$ cat src/rtl/uart_pkg.sv
// uart_pkg: shared state encoding, default frame constants and width helpers for the UART TX path.
package uart_pkg;
  typedef enum logic [1:0] {
    IDLE  = 2'd0,
    START = 2'd1,
    DATA  = 2'd2,
    STOP  = 2'd3
  } state_t;
  localparam int DEF_N_REQ         = 4;
  localparam int DEF_DATA_BITS     = 8;
  localparam int DEF_TICKS_PER_BIT = 16;
  localparam int DEF_SB_TICKS      = 16;
  // Never returns 0 so that single-value counters still get one bit.
  function automatic int clog2(input int v);
    int r;
    r = 0;
    while ((1 << r) < v) r++;
    return (r < 1) ? 1 : r;
  endfunction
  function automatic int max2(input int a, input int b);
    return (a > b) ? a : b;
  endfunction
endpackage

$ cat src/rtl/rr_arbiter.sv
// rr_arbiter: combinational round-robin pick; the search starts one above i_ptr and wraps.
module rr_arbiter
  import uart_pkg::*;
#(
  parameter int N    = DEF_N_REQ,
  parameter int ID_W = clog2(N)
) (
  input  logic [N-1:0]    i_req,
  input  logic [ID_W-1:0] i_ptr,
  output logic [N-1:0]    o_gnt,
  output logic [ID_W-1:0] o_idx,
  output logic            o_any
);
  logic [ID_W-1:0] w_j;
  always_comb begin
    o_gnt = '0;
    o_idx = '0;
    o_any = 1'b0;
    w_j   = i_ptr;
    for (int k = 0; k < N; k++) begin
      w_j = (w_j == ID_W'(N - 1)) ? '0 : w_j + 1'b1;
      if (!o_any && i_req[w_j]) begin
        o_any       = 1'b1;
        o_gnt[w_j]  = 1'b1;
        o_idx       = w_j;
      end
    end
  end
endmodule

$ cat src/rtl/uart_tx_arbiter.sv
// uart_tx_arbiter: round-robin shares one 8N1 TX line among N_REQ byte producers.
// Bit timing is counted in 16x baud ticks; o_tx is registered from next-state values.
module uart_tx_arbiter
  import uart_pkg::*;
#(
  parameter int N_REQ         = DEF_N_REQ,
  parameter int DATA_BITS     = DEF_DATA_BITS,
  parameter int TICKS_PER_BIT = DEF_TICKS_PER_BIT,
  parameter int SB_TICKS      = DEF_SB_TICKS,
  parameter int ID_W          = clog2(N_REQ)
) (
  input  logic                       i_clk,
  input  logic                       i_reset,
  input  logic                       i_tick,
  input  logic [N_REQ-1:0]           i_req_valid,
  input  logic [N_REQ*DATA_BITS-1:0] i_req_data,
  output logic [N_REQ-1:0]           o_req_ready,
  output logic                       o_tx,
  output logic                       o_busy,
  output logic [ID_W-1:0]            o_grant
);
  localparam int TC_W = clog2(max2(TICKS_PER_BIT, SB_TICKS));
  localparam int BC_W = clog2(DATA_BITS);
  state_t                r_state, w_state_nxt;
  logic [TC_W-1:0]       r_tcnt, w_tcnt_nxt;
  logic [BC_W-1:0]       r_bcnt, w_bcnt_nxt;
  logic [DATA_BITS-1:0]  r_shift, w_shift_nxt;
  logic [ID_W-1:0]       r_ptr, w_ptr_nxt, r_grant, w_idx;
  logic [N_REQ-1:0]      w_gnt;
  logic                  r_busy, w_busy_nxt, r_tx, w_tx_nxt, w_any, w_accept;
  rr_arbiter #(.N(N_REQ), .ID_W(ID_W)) u_arb (
    .i_req (i_req_valid),
    .i_ptr (r_ptr),
    .o_gnt (w_gnt),
    .o_idx (w_idx),
    .o_any (w_any)
  );
  assign w_accept    = (r_state == IDLE) && w_any;
  // Ready is combinational so the transfer lands in the same cycle as the grant.
  assign o_req_ready = (w_accept && i_reset) ? w_gnt : '0;
  assign o_tx        = r_tx;
  assign o_busy      = r_busy;
  assign o_grant     = r_grant;
  always_comb begin
    w_state_nxt = r_state;
    w_tcnt_nxt  = r_tcnt;
    w_bcnt_nxt  = r_bcnt;
    w_shift_nxt = r_shift;
    w_ptr_nxt   = r_ptr;
    w_busy_nxt  = r_busy;
    case (r_state)
      IDLE:
        if (w_any) begin
          w_state_nxt = START;
          w_tcnt_nxt  = '0;
          w_shift_nxt = i_req_data[int'(w_idx)*DATA_BITS +: DATA_BITS];
          w_ptr_nxt   = w_idx;
          w_busy_nxt  = 1'b1;
        end
      START:
        if (i_tick) begin
          if (r_tcnt == TC_W'(TICKS_PER_BIT - 1)) begin
            w_tcnt_nxt  = '0;
            w_bcnt_nxt  = '0;
            w_state_nxt = DATA;
          end else w_tcnt_nxt = r_tcnt + 1'b1;
        end
      DATA:
        if (i_tick) begin
          if (r_tcnt == TC_W'(TICKS_PER_BIT - 1)) begin
            w_tcnt_nxt  = '0;
            w_shift_nxt = r_shift >> 1;
            w_bcnt_nxt  = (r_bcnt == BC_W'(DATA_BITS - 1)) ? '0 : r_bcnt + 1'b1;
            w_state_nxt = (r_bcnt == BC_W'(DATA_BITS - 1)) ? STOP : DATA;
          end else w_tcnt_nxt = r_tcnt + 1'b1;
        end
      STOP:
        if (i_tick) begin
          if (r_tcnt == TC_W'(SB_TICKS - 1)) begin
            w_tcnt_nxt  = '0;
            w_state_nxt = IDLE;
            w_busy_nxt  = 1'b0;
          end else w_tcnt_nxt = r_tcnt + 1'b1;
        end
      default: w_state_nxt = IDLE;
    endcase
    w_tx_nxt = (w_state_nxt == START) ? 1'b0 :
               (w_state_nxt == DATA)  ? w_shift_nxt[0] : 1'b1;
  end
  always_ff @(posedge i_clk or negedge i_reset) begin
    if (!i_reset) begin
      r_state <= IDLE;
      r_tcnt  <= '0;
      r_bcnt  <= '0;
      r_shift <= '0;
      r_ptr   <= ID_W'(N_REQ - 1);
      r_grant <= '0;
      r_busy  <= 1'b0;
      r_tx    <= 1'b1;
    end else begin
      r_state <= w_state_nxt;
      r_tcnt  <= w_tcnt_nxt;
      r_bcnt  <= w_bcnt_nxt;
      r_shift <= w_shift_nxt;
      r_ptr   <= w_ptr_nxt;
      r_grant <= w_accept ? w_idx : r_grant;
      r_busy  <= w_busy_nxt;
      r_tx    <= w_tx_nxt;
    end
  end
endmodule

$ cat config.mk
export PLATFORM = sky130hd
export DESIGN_NAME = uart_tx_arbiter
export DESIGN_NICKNAME = d
export VERILOG_FILES = /design/src/rtl/uart_pkg.sv /design/src/rtl/rr_arbiter.sv /design/src/rtl/uart_tx_arbiter.sv
export SDC_FILE = /design/constraint.sdc
export NUM_CORES = 1
export LEC_CHECK = 0
export CORE_ASPECT_RATIO = 0.8
export CORE_MARGIN = 3
export CORE_UTILIZATION = 53
export CTS_CLUSTER_SIZE = 28
export DETAILED_ROUTE_END_ITERATION = 7
export GPL_ROUTABILITY_DRIVEN = 0
export PLACE_DENSITY = 0.88
export REMOVE_ABC_BUFFERS = 1
export SYNTH_ARGS = -nofsm -noshare
export SYNTH_HDL_FRONTEND = slang
export SYNTH_SLANG_ARGS = --single-unit
$ cat constraint.sdc
create_clock -name i_clk -period 4.9 [get_ports i_clk]
set_clock_uncertainty 0.05 [all_clocks]
set_input_delay 0.98 -clock i_clk [delete_from_list [all_inputs] [get_ports i_clk]]
set_output_delay 0.98 -clock i_clk [all_outputs]
set_load 0.05 [all_outputs]
# Word level (Yosys, flattened, before mapping)
# Index checks and enable logic that the tools add are counted.
dict set report word_totals {
  romBits 0
  regBits 23
  ramBits 0
  wordCells 130
  memories 0
  latchBits 0
  in_bits 39
}
dict set report op_classes {
  shift 1
  multipliers 0
  n_eq_ne 19
  n_reduce_logical 22
  n_mux 62
  bitwise_logic 3
  addsub 6
  magnitude_cmp 8
  div 0
}
# op n
set op_table {}
lappend op_table {{$mux W4} 8}
lappend op_table {{$shiftx A32 B6 Y8} 1}
lappend op_table {{$mux W2} 15}
lappend op_table {{$mux W8} 3}
lappend op_table {{$mux W1} 18}
lappend op_table {{$pmux W8 S2} 1}
lappend op_table {{$mux W3} 5}
lappend op_table {{$eq A2 B2 Y1 const B} 7}
lappend op_table {{$ne A2 B2 Y1 const B} 7}
lappend op_table {{$lt A2 B3 Y1 const B} 4}
lappend op_table {{$or A4 B4 Y4} 3}
lappend op_table {{$logic_and A1 B1 Y1} 9}
lappend op_table {{$add A2 B1 Y2 const B} 4}
lappend op_table {{$bmux W1 S2} 4}
lappend op_table {{$demux W1 S2} 4}
lappend op_table {{$ge A2 B1 Y1 const B} 4}
lappend op_table {{$pmux W2 S4} 1}
lappend op_table {{$pmux W4 S2} 1}
lappend op_table {{$reduce_and A4 Y1} 2}
lappend op_table {{$pmux W3 S2} 1}
lappend op_table {{$reduce_bool A2 Y1} 3}
lappend op_table {{$reduce_and A5 Y1} 1}
lappend op_table {{$add A4 B1 Y4 const B} 1}
lappend op_table {{$eq A2 B1 Y1 const B} 2}
lappend op_table {{other kinds (9)} 12}

# Longest topological paths before layout
# Gate-level depths: netlist of run 1.
dict set report logic_depth {
  depth_word 19
  depth_mapped 10
  mapped_depth_nobuf 7
}

# Hierarchy
# A second synthesis of run 1 with hierarchy kept.
dict set report unflattened {
  cells_unflattened 218
  area_unflattened_um2 2053.2
}
# module instances area_each_um2 cells_each
set modules_own_cells {}
lappend modules_own_cells {uart_tx_arbiter 1 1362.6 124}
lappend modules_own_cells {rr_arbiter 1 690.7 94}

# Worst setup path before layout of run 1
# Ideal clock, no wire load.
dict set report synth_timing {
  path_type {input port to output port}
  startpoint {in i_req_valid[0]}
  endpoint {out o_req_ready[0]}
  cell_stages 6
  n_path_buf 1
  path_slack_ns 0.996
  arrival_ns 2.874
  cell_sequence {buf_2 inv_1 or3_1 a21boi_0 o21ai_0 a41oi_1}
}
dict set report synth_via {
  elab_chain_len 15
  elab_cells_between_ends 28
}
# element line
set synth_rtl {}
lappend synth_rtl {{start, declared} uart_tx_arbiter.sv:15} ;# input logic [N_REQ-1:0] i_req_valid,
lappend synth_rtl {{$bmux W1 S2} rr_arbiter.sv:22} ;# if (!o_any && i_req[w_j]) begin
lappend synth_rtl {{$mux W1 (not written as such)} rr_arbiter.sv:22}
lappend synth_rtl {{$mux W1} rr_arbiter.sv:22}
lappend synth_rtl {{$logic_not A1 Y1} rr_arbiter.sv:22}
lappend synth_rtl {{$logic_and A1 B1 Y1} rr_arbiter.sv:22}
lappend synth_rtl {{$mux W1} rr_arbiter.sv:22}
lappend synth_rtl {{$logic_not A1 Y1} rr_arbiter.sv:22}
lappend synth_rtl {{$logic_and A1 B1 Y1} rr_arbiter.sv:22}
lappend synth_rtl {{$mux W1} rr_arbiter.sv:22}
lappend synth_rtl {{$logic_not A1 Y1} rr_arbiter.sv:22}
lappend synth_rtl {{$logic_and A1 B1 Y1} rr_arbiter.sv:22}
lappend synth_rtl {{$mux W1} rr_arbiter.sv:22}
lappend synth_rtl {{$logic_and A1 B1 Y1} uart_tx_arbiter.sv:38} ;# assign w_accept = (r_state == IDLE) && w_any;
lappend synth_rtl {{$logic_and A1 B1 Y1} uart_tx_arbiter.sv:40} ;# assign o_req_ready = (w_accept && i_reset) ? w_gnt : '0;
lappend synth_rtl {{$mux W4 *} uart_tx_arbiter.sv:40}
lappend synth_rtl {{end, declared} uart_tx_arbiter.sv:17} ;# output logic [N_REQ-1:0] o_req_ready,
# Every way passes the cells marked *; elsewhere a longest branch is shown, timed or not. The select of a mux whose other input is x is not followed.

# Final worst setup path of run 1
dict set report layout_timing {
  startpoint {in i_req_valid[2]}
  endpoint {out o_req_ready[1]}
}
# Same word-level chain as after synthesis.

==> metrics.md, run 1 <==
| Metric | Value |
|---|---|
| Number of buffers between clock root and the deepest sink | `2` |
| Total congestion overflow | `0` |
| Startpoint class of the critical path | `primary input` |
| Depth of the worst register-to-register path | `7` |
| Worst slew margin relative to its limit | `42.3%` |
| Post-synth EDFFs | `0` |
| Register area share after synthesis | `31.7%` |
| Final total negative setup slack | `0 ns` |
| Hold depth | `2` |
| FF+latch count, synth | `23` |
| Length of the first detailed-routing pass in iterations | `4` |
| Worst-case vdd ir drop | `0.275 mV` |
| Clk_lat worst skew | `0.26 ns` |
| Minimum period implied by the final worst setup slack | `4.40 ns` |
| Crit share post-route | `89.8%` |
| Count of instances resized after the clock tree is built | `0` |
| Arrival time of the worst setup path | `3.37 ns` |
| Half-perimeter wire length after detailed placement | `3380 µm` |
| Cell-by-cell listing of the critical path | `clkdlybuf4s50_1, nor4b_1, a21oi_1, o31ai_1, o21ai_0, a41oi_1, buf_4` |
| Number of warnings reported in the yosys synthesis log | `0` |
| Hold WC Path Type | `reg -> reg` |
| Initial core utilization | `57.1%` |
| Hold path endpoint | `o_grant[1]$_DFFE_PN0P_` |
| Net count of the finished layout | `297` |
| Routed via count divided by cell count | `6.17` |
| Filler cell count in the final layout | `262` |
| Pin count of the biggest net entering global routing | `25` |
| Layout-stage area growth over the synthesis result | `25.6%` |
| Family with the most delay on the worst path | `compound AO/OA/AOI/OAI gates` |
| DRT Wirelength | `4560 µm` |
| Sink Count | `23` |
| Endpoint required time on the critical path | `3.87 ns` |
| Fin worst setup slack | `0.502 ns` |
| Boundary Pins | `47` |
| F_max | `0.227 GHz` |
| Leakage | `0.936 nW` |
| H-tree Lvls | `1` |
| Number of buffers inserted by hold repair at cts | `0` |
| Post-detailed-route wirelength per cell | `16.0 µm` |
| Antenna Nets Post-Route | `0` |
| Largest stage delay on the critical path | `0.74 ns` |
| Max Fanout on Critical Path | `13` |
| Core area | `3200 µm²` |
| Transition time at the pin with the least slew margin | `0.865 ns` |
| Setup Crit Path Kind | `in -> out` |
| Antenna fix cells | `0` |
| Inserted Clock Buffers | `3` |
| Die ar. | `4190 µm²` |
| Overall fraction of global-route tracks in use | `22.4%` |
| Final count of hold timing violations | `0` |
| Post-CTS setup repair buffer count | `0` |
| Number of violations of the max-capacitance limit | `0` |
| Syn avg cell area | `8.82 µm²` |
| Clock-pin slew reported for the worst setup and hold paths after clock tree synthesis | `0.08 ns` |
| Area of the mapped netlist | `1830 µm²` |
| Horiz. Die Dim | `71.6 µm` |
| Slowest CP cell | `clkdlybuf4s50_1` |
| FF-to-FF End | `r_shift[1]$_DFFE_PN0P_` |
| CTS tree | `yes` |
| Startpoint of the worst-slack reg-to-reg timing path | `r_ptr[0]$_DFFE_PN1P_` |
| Fraction of final layout cells with drive strength greater than 1 | `6.10%` |
| Launch point of the worst hold path | `o_grant[1]$_DFFE_PN0P_` |
| Status | `completed` |
| Number of global-route vias before repair | `1620` |
| Number of antenna violations at the first check in global routing | `0` |
| Global-route wire length before repair | `7550 µm` |
| Number of distinct library cells after synthesis | `42` |
| Standard-cell row count | `18` |
| Number of instances in the synthesized netlist | `207` |
| Setup slack of the worst register-to-register path | `1.83 ns` |
| Share of async-settable or async-resettable flops after synthesis | `100%` |
| Cell at the root of the clock tree | `clkbuf_8` |
| Final count of pins violating max slew | `0` |
| Primary flip-flop cell chosen by synthesis mapping | `dfrtp_1` |
| PwrDens | `467 nW/µm²` |
| Drc violations | `0` |
| Crit path buffers/inverters | `2` |
| Input/output buffers | `46` |
| Initial DRC count | `119` |
| Unrepaired setup endpoints after global routing | `no` |
| Vias after detailed routing | `1764` |
| Critical path endpoint category | `primary output` |
| Total setup violations reported at the end of the flow | `0` |
| Placement-stage worst setup slack | `0.607 ns` |
| Vertical die dimension | `58.5 µm` |
[sequential cells by signal, indices dropped and copies added (netlist names)]
signal / flops
r_ptr: 2
r_state: 2
o_tx: 1
r_bcnt: 3
r_tcnt: 4
r_shift: 8
o_grant: 2
o_busy: 1
[per-stage QoR]
stage | cells | cell area, µm² | hold WS [ns] | power, mW | util (%)
after floorplan | 194 | 1730 | 0.406 | 0.779 | -
after global placement | 282 | 2250 | 0.411 | 0.938 | 70.3
after detailed placement | 282 | 2250 | 0.415 | 0.951 | 70.3
after CTS | 286 | 2290 | 0.433 | 1.07 | 71.8
after global routing | 286 | 2290 | 0.446 | 1.15 | 71.8
final | 286 | 2290 | 0.439 | 1.07 | 71.8
[cells in the mapped netlist, drive strengths merged, types with 2 or more instances]
library cell,number,share of area [%]
nand2,29,6.0
dfrtp,20,27
o21ai,20,5.5
mux2i,15,8.2
nor2,13,2.7
ha,11,7.5
a21oi,9,2.5
buf,8,4.0
a22oi,7,2.9
o221ai,7,3.4
a22o,6,2.9
clkbuf,5,1.0
inv,5,1.0
o31ai,5,2.1
a41oi,4,1.9
nor2b,4,1.4
a21boi,3,1.2
dfstp,3,4.3
nand2b,3,1.0
nor4b,3,1.4
a211oi,2,0.82
nand3,2,0.55
nand4,2,0.68
nor3,2,0.55
nor4,2,0.68
o211ai,2,0.82
or3,2,0.68
[report_power, final]
group          total [mW]  switching, mW  internal [mW]
sequential          0.357         0.0859          0.271
combinational       0.600          0.333          0.266
clock               0.116         0.0575         0.0580
total                1.07          0.477          0.596
[worst max-delay path by stage]
| stage | start | endpoint | slack (ns) | cells past startpoint |
|---|---|---|---|---|
| after CTS | i_req_valid[2] | o_req_ready[1] | 0.60 | 7 |
| after detailed placement | i_req_valid[2] | o_req_ready[1] | 0.61 | 7 |
| after floorplan | i_req_valid[0] | o_req_ready[1] | 1.18 | 5 |
| after global placement | i_req_valid[0] | o_req_ready[2] | 0.78 | 7 |
| after global routing | i_req_valid[0] | o_req_ready[2] | 0.40 | 7 |
| final | i_req_valid[2] | o_req_ready[1] | 0.50 | 7 |
[layout make-up]
cell class	instances	area [µm²]	area share, %
multi-input combinational	166	1140	49.5
tap	40	50.0	2.18
sequential	23	579	25.2
clock buffer	4	45.0	1.96
inverter	5	18.8	0.818
timing repair buffer	48	465	20.3
[worst reg2reg max path, cell delays in order (launching register included)]
cell and delay, ns:
dfstp_2 0.66, inv_1 0.15, ha_1 0.48, nand2b_1 0.21
a21oi_1 0.19, a221o_1 0.71, mux2i_1 0.33, o221ai_1 0.15
[layer usage]
metal	GRT usage, %	share of wire [%]
met3	5.29	6.8
met1	32.1	45
met4	5.63	1.3
met2	34.6	47
met5	0	0
[kinds of logic after synthesis]
family	Yosys count	synth area share (%)
buffers and inverters	18	6.10
xor gates and xnor gates	1	0.480
DFF	23	31.7
and+or+nand+nor	66	17.1
adders and majority gates	11	7.53
muxes	16	9.45
AOI/OAI and AO/OA	72	27.6
[cells in the final DEF (no fill, tap or decap), drive strengths merged, types with 3 or more instances in the layout]
master / synthesis / layout
a22o: 6 / 6
inv: 5 / 5
nand2b: 3 / 3
a21oi: 9 / 9
o31ai: 5 / 5
a41oi: 4 / 4
dfrtp: 20 / 20
ha: 11 / 11
mux2i: 15 / 15
clkbuf: 5 / 4
o21ai: 20 / 20
nand2: 29 / 29
nor2b: 4 / 4
buf: 8 / 6
a22oi: 7 / 7
nor2: 13 / 13
nor4b: 3 / 3
clkdlybuf4s50: 0 / 42
a21boi: 3 / 3
dfstp: 3 / 3
o221ai: 7 / 7
Power figures use the tool's default switching activity.
==> inputs of run 2 (changes only) <==
--- a/config.mk
+++ b/config.mk
@@ -5,13 +5,14 @@
 export SDC_FILE = /design/constraint.sdc
 export NUM_CORES = 1
 export LEC_CHECK = 0
+export CAP_MARGIN = 20
 export CORE_ASPECT_RATIO = 0.8
 export CORE_MARGIN = 3
 export CORE_UTILIZATION = 53
 export CTS_CLUSTER_SIZE = 28
 export DETAILED_ROUTE_END_ITERATION = 7
 export GPL_ROUTABILITY_DRIVEN = 0
-export PLACE_DENSITY = 0.88
+export PLACE_DENSITY = 0.86
 export REMOVE_ABC_BUFFERS = 1
 export SYNTH_ARGS = -nofsm -noshare
 export SYNTH_HDL_FRONTEND = slang
==> run 2 against run 1 <==
  * Fmax rose by 2.2%
  * Critical path type unchanged
  * Sequential cell count stayed put
  * Critical endpoint unchanged
  * Combinational power is essentially flat
  * Design area decreased by 0.27%
  * Power up 0.15%
  * First-iteration DRC count is 34% lower
==> metrics.md, run 2 (synthesis results as in run 1) <==
| Metric | Value |
|---|---|
| Status | `completed` |
| Total congestion overflow | `0` |
| Most frequent standard cell in the layout excluding fill and tap cells | `clkdlybuf4s50_1` |
| Worst-case vdd ir drop | `0.324 mV` |
| Crit share post-route | `87.8%` |
| Standard-cell row count | `18` |
| Finished Core Util | `71.6%` |
| Antenna Nets Post-Route | `0` |
| Drc violations | `0` |
| Worst slew margin relative to its limit | `40.2%` |
| Unrepaired setup endpoints after global routing | `no` |
| Number of antenna violations at the first check in global routing | `0` |
| Initial core utilization | `57.1%` |
| Inserted Clock Buffers | `3` |
| Count of instances resized after the clock tree is built | `0` |
| Horiz. Die Dim | `71.6 µm` |
| F_max | `0.232 GHz` |
| Sink Count | `23` |
| Post-CTS setup repair buffer count | `0` |
| Final count of hold timing violations | `0` |
| Initial DRC count | `79` |
| Final total negative setup slack | `0 ns` |
| Vias after detailed routing | `1716` |
| Transition time at the pin with the least slew margin | `0.897 ns` |
| H-tree Lvls | `1` |
| Global-route wire length before repair | `7470 µm` |
| Fin worst setup slack | `0.597 ns` |
| Leakage | `0.933 nW` |
| Pin count of the biggest net entering global routing | `25` |
| Minimum period implied by the final worst setup slack | `4.30 ns` |
| Setup Crit Path Kind | `in -> out` |
| Overall fraction of global-route tracks in use | `22.3%` |
| Top library cells by usage in the layout, fill and taps aside | `clkdlybuf4s50_1, nand2_1, o21ai_0, dfrtp_1, mux2i_1` |
| Min Hold Slack | `0.465 ns` |
| Final count of pins violating max slew | `0` |
| CTS tree | `yes` |
| Core area | `3200 µm²` |
| Die ar. | `4190 µm²` |
| Clk_lat worst skew | `0.27 ns` |
| Arrival time of the worst setup path | `3.27 ns` |
| Final instance area | `2290 µm²` |
| Half-perimeter wire length after detailed placement | `3410 µm` |
| Placement-stage worst setup slack | `0.659 ns` |
| Startpoint class of the critical path | `primary input` |
| Largest register by flop count | `r_shift` |
| Critical path endpoint category | `primary output` |
| PwrDens | `469 nW/µm²` |
| Number of violations of the max-capacitance limit | `0` |
| Endpoint required time on the critical path | `3.87 ns` |
| DRT Wirelength | `4450 µm` |
| Fraction of final layout cells with drive strength greater than 1 | `6.12%` |
| Final std cells w/o fill | `285` |
| Layout-stage area growth over the synthesis result | `25.3%` |
| Registers with the most flip-flops | `r_shift (8), r_tcnt (4), r_bcnt (3)` |
| Input/output buffers | `46` |
| Total setup violations reported at the end of the flow | `0` |
| Hold WC Path Type | `reg -> reg` |
| Post-detailed-route wirelength per cell | `15.6 µm` |
| Largest register FFs | `8` |
| Number of buffers inserted by hold repair at cts | `0` |
| Max Fanout on Critical Path | `13` |
| Boundary Pins | `47` |
| Number of global-route vias before repair | `1621` |
| Filler cell count in the final layout | `254` |
| Vertical die dimension | `58.5 µm` |
| Number of buffers between clock root and the deepest sink | `2` |
| Post-route total power | `1.07 mW` |
| Net count of the finished layout | `296` |
| Total placed cells including tap cells | `281` |
| Length of the first detailed-routing pass in iterations | `4` |
| Cell at the root of the clock tree | `clkbuf_8` |
| Routed via count divided by cell count | `6.02` |
| Placed inst area | `2240 µm²` |
| Clock-pin slew reported for the worst setup and hold paths after clock tree synthesis | `0.08 ns` |
| Antenna fix cells | `0` |
[run 2: power by group]
group / internal [mW] / switching (mW) / total [mW]
combinational: 0.267 / 0.337 / 0.603
sequential: 0.271 / 0.0833 / 0.355
clock: 0.0568 / 0.0590 / 0.116
[run 2: worst paths after layout]
path	startpoint	end	slack, ns	depth (start not counted)
worst min register to register	r_shift[6]$_DFFE_PN0P_	r_shift[6]$_DFFE_PN0P_	0.47	2
max in group asynchronous	i_reset	o_tx$_DFF_PN1_	3.51	2
worst max-delay path	i_req_valid[2]	o_req_ready[1]	0.60	7
worst max register to register	r_ptr[0]$_DFFE_PN1P_	r_shift[3]$_DFFE_PN0P_	1.81	7
min in group asynchronous	i_reset	r_shift[0]$_DFF_PN0_	1.01	2
worst min-delay path	r_shift[6]$_DFFE_PN0P_	r_shift[6]$_DFFE_PN0P_	0.47	2
[run 2: layout make-up]
cell class,count,area [µm²],share of cell area (%)
Multi-Input combinational cell,166,1140,49.6
Timing Repair Buffer,47,458,20.0
Clock buffer,3,41.3,1.80
Tap cell,40,50.0,2.19
Inverter,5,18.8,0.820
Clock inverter,1,5.00,0.219
Sequential cell,23,579,25.3
[run 2: critical path: stages]
cell             delay (ns)
clkdlybuf4s50_1        0.74
nor4b_1                0.38
a21oi_1                0.08
o31ai_1                0.44
o21ai_0                0.18
a41oi_1                0.24
buf_4                  0.23
[run 2: metal layers]
layer | track usage, % | vias to the layer above | wire length [µm]
met2 | 36.0 | 60 | 1950
met4 | 4.56 | 0 | 46
met5 | 0 | - | 0
li1 | - | 858 | -
met1 | 30.9 | 791 | 2140
met3 | 5.29 | 7 | 314
==> inputs of run 3 (changes only) <==
--- a/config.mk
+++ b/config.mk
@@ -9,6 +9,7 @@
 export CORE_ASPECT_RATIO = 0.8
 export CORE_MARGIN = 3
 export CORE_UTILIZATION = 53
+export CTS_CLUSTER_DIAMETER = 150
 export CTS_CLUSTER_SIZE = 28
 export DETAILED_ROUTE_END_ITERATION = 7
 export GPL_ROUTABILITY_DRIVEN = 0
==> results of run 3 <==
The final DEF is identical to that of run 2; final timing and power are the same.
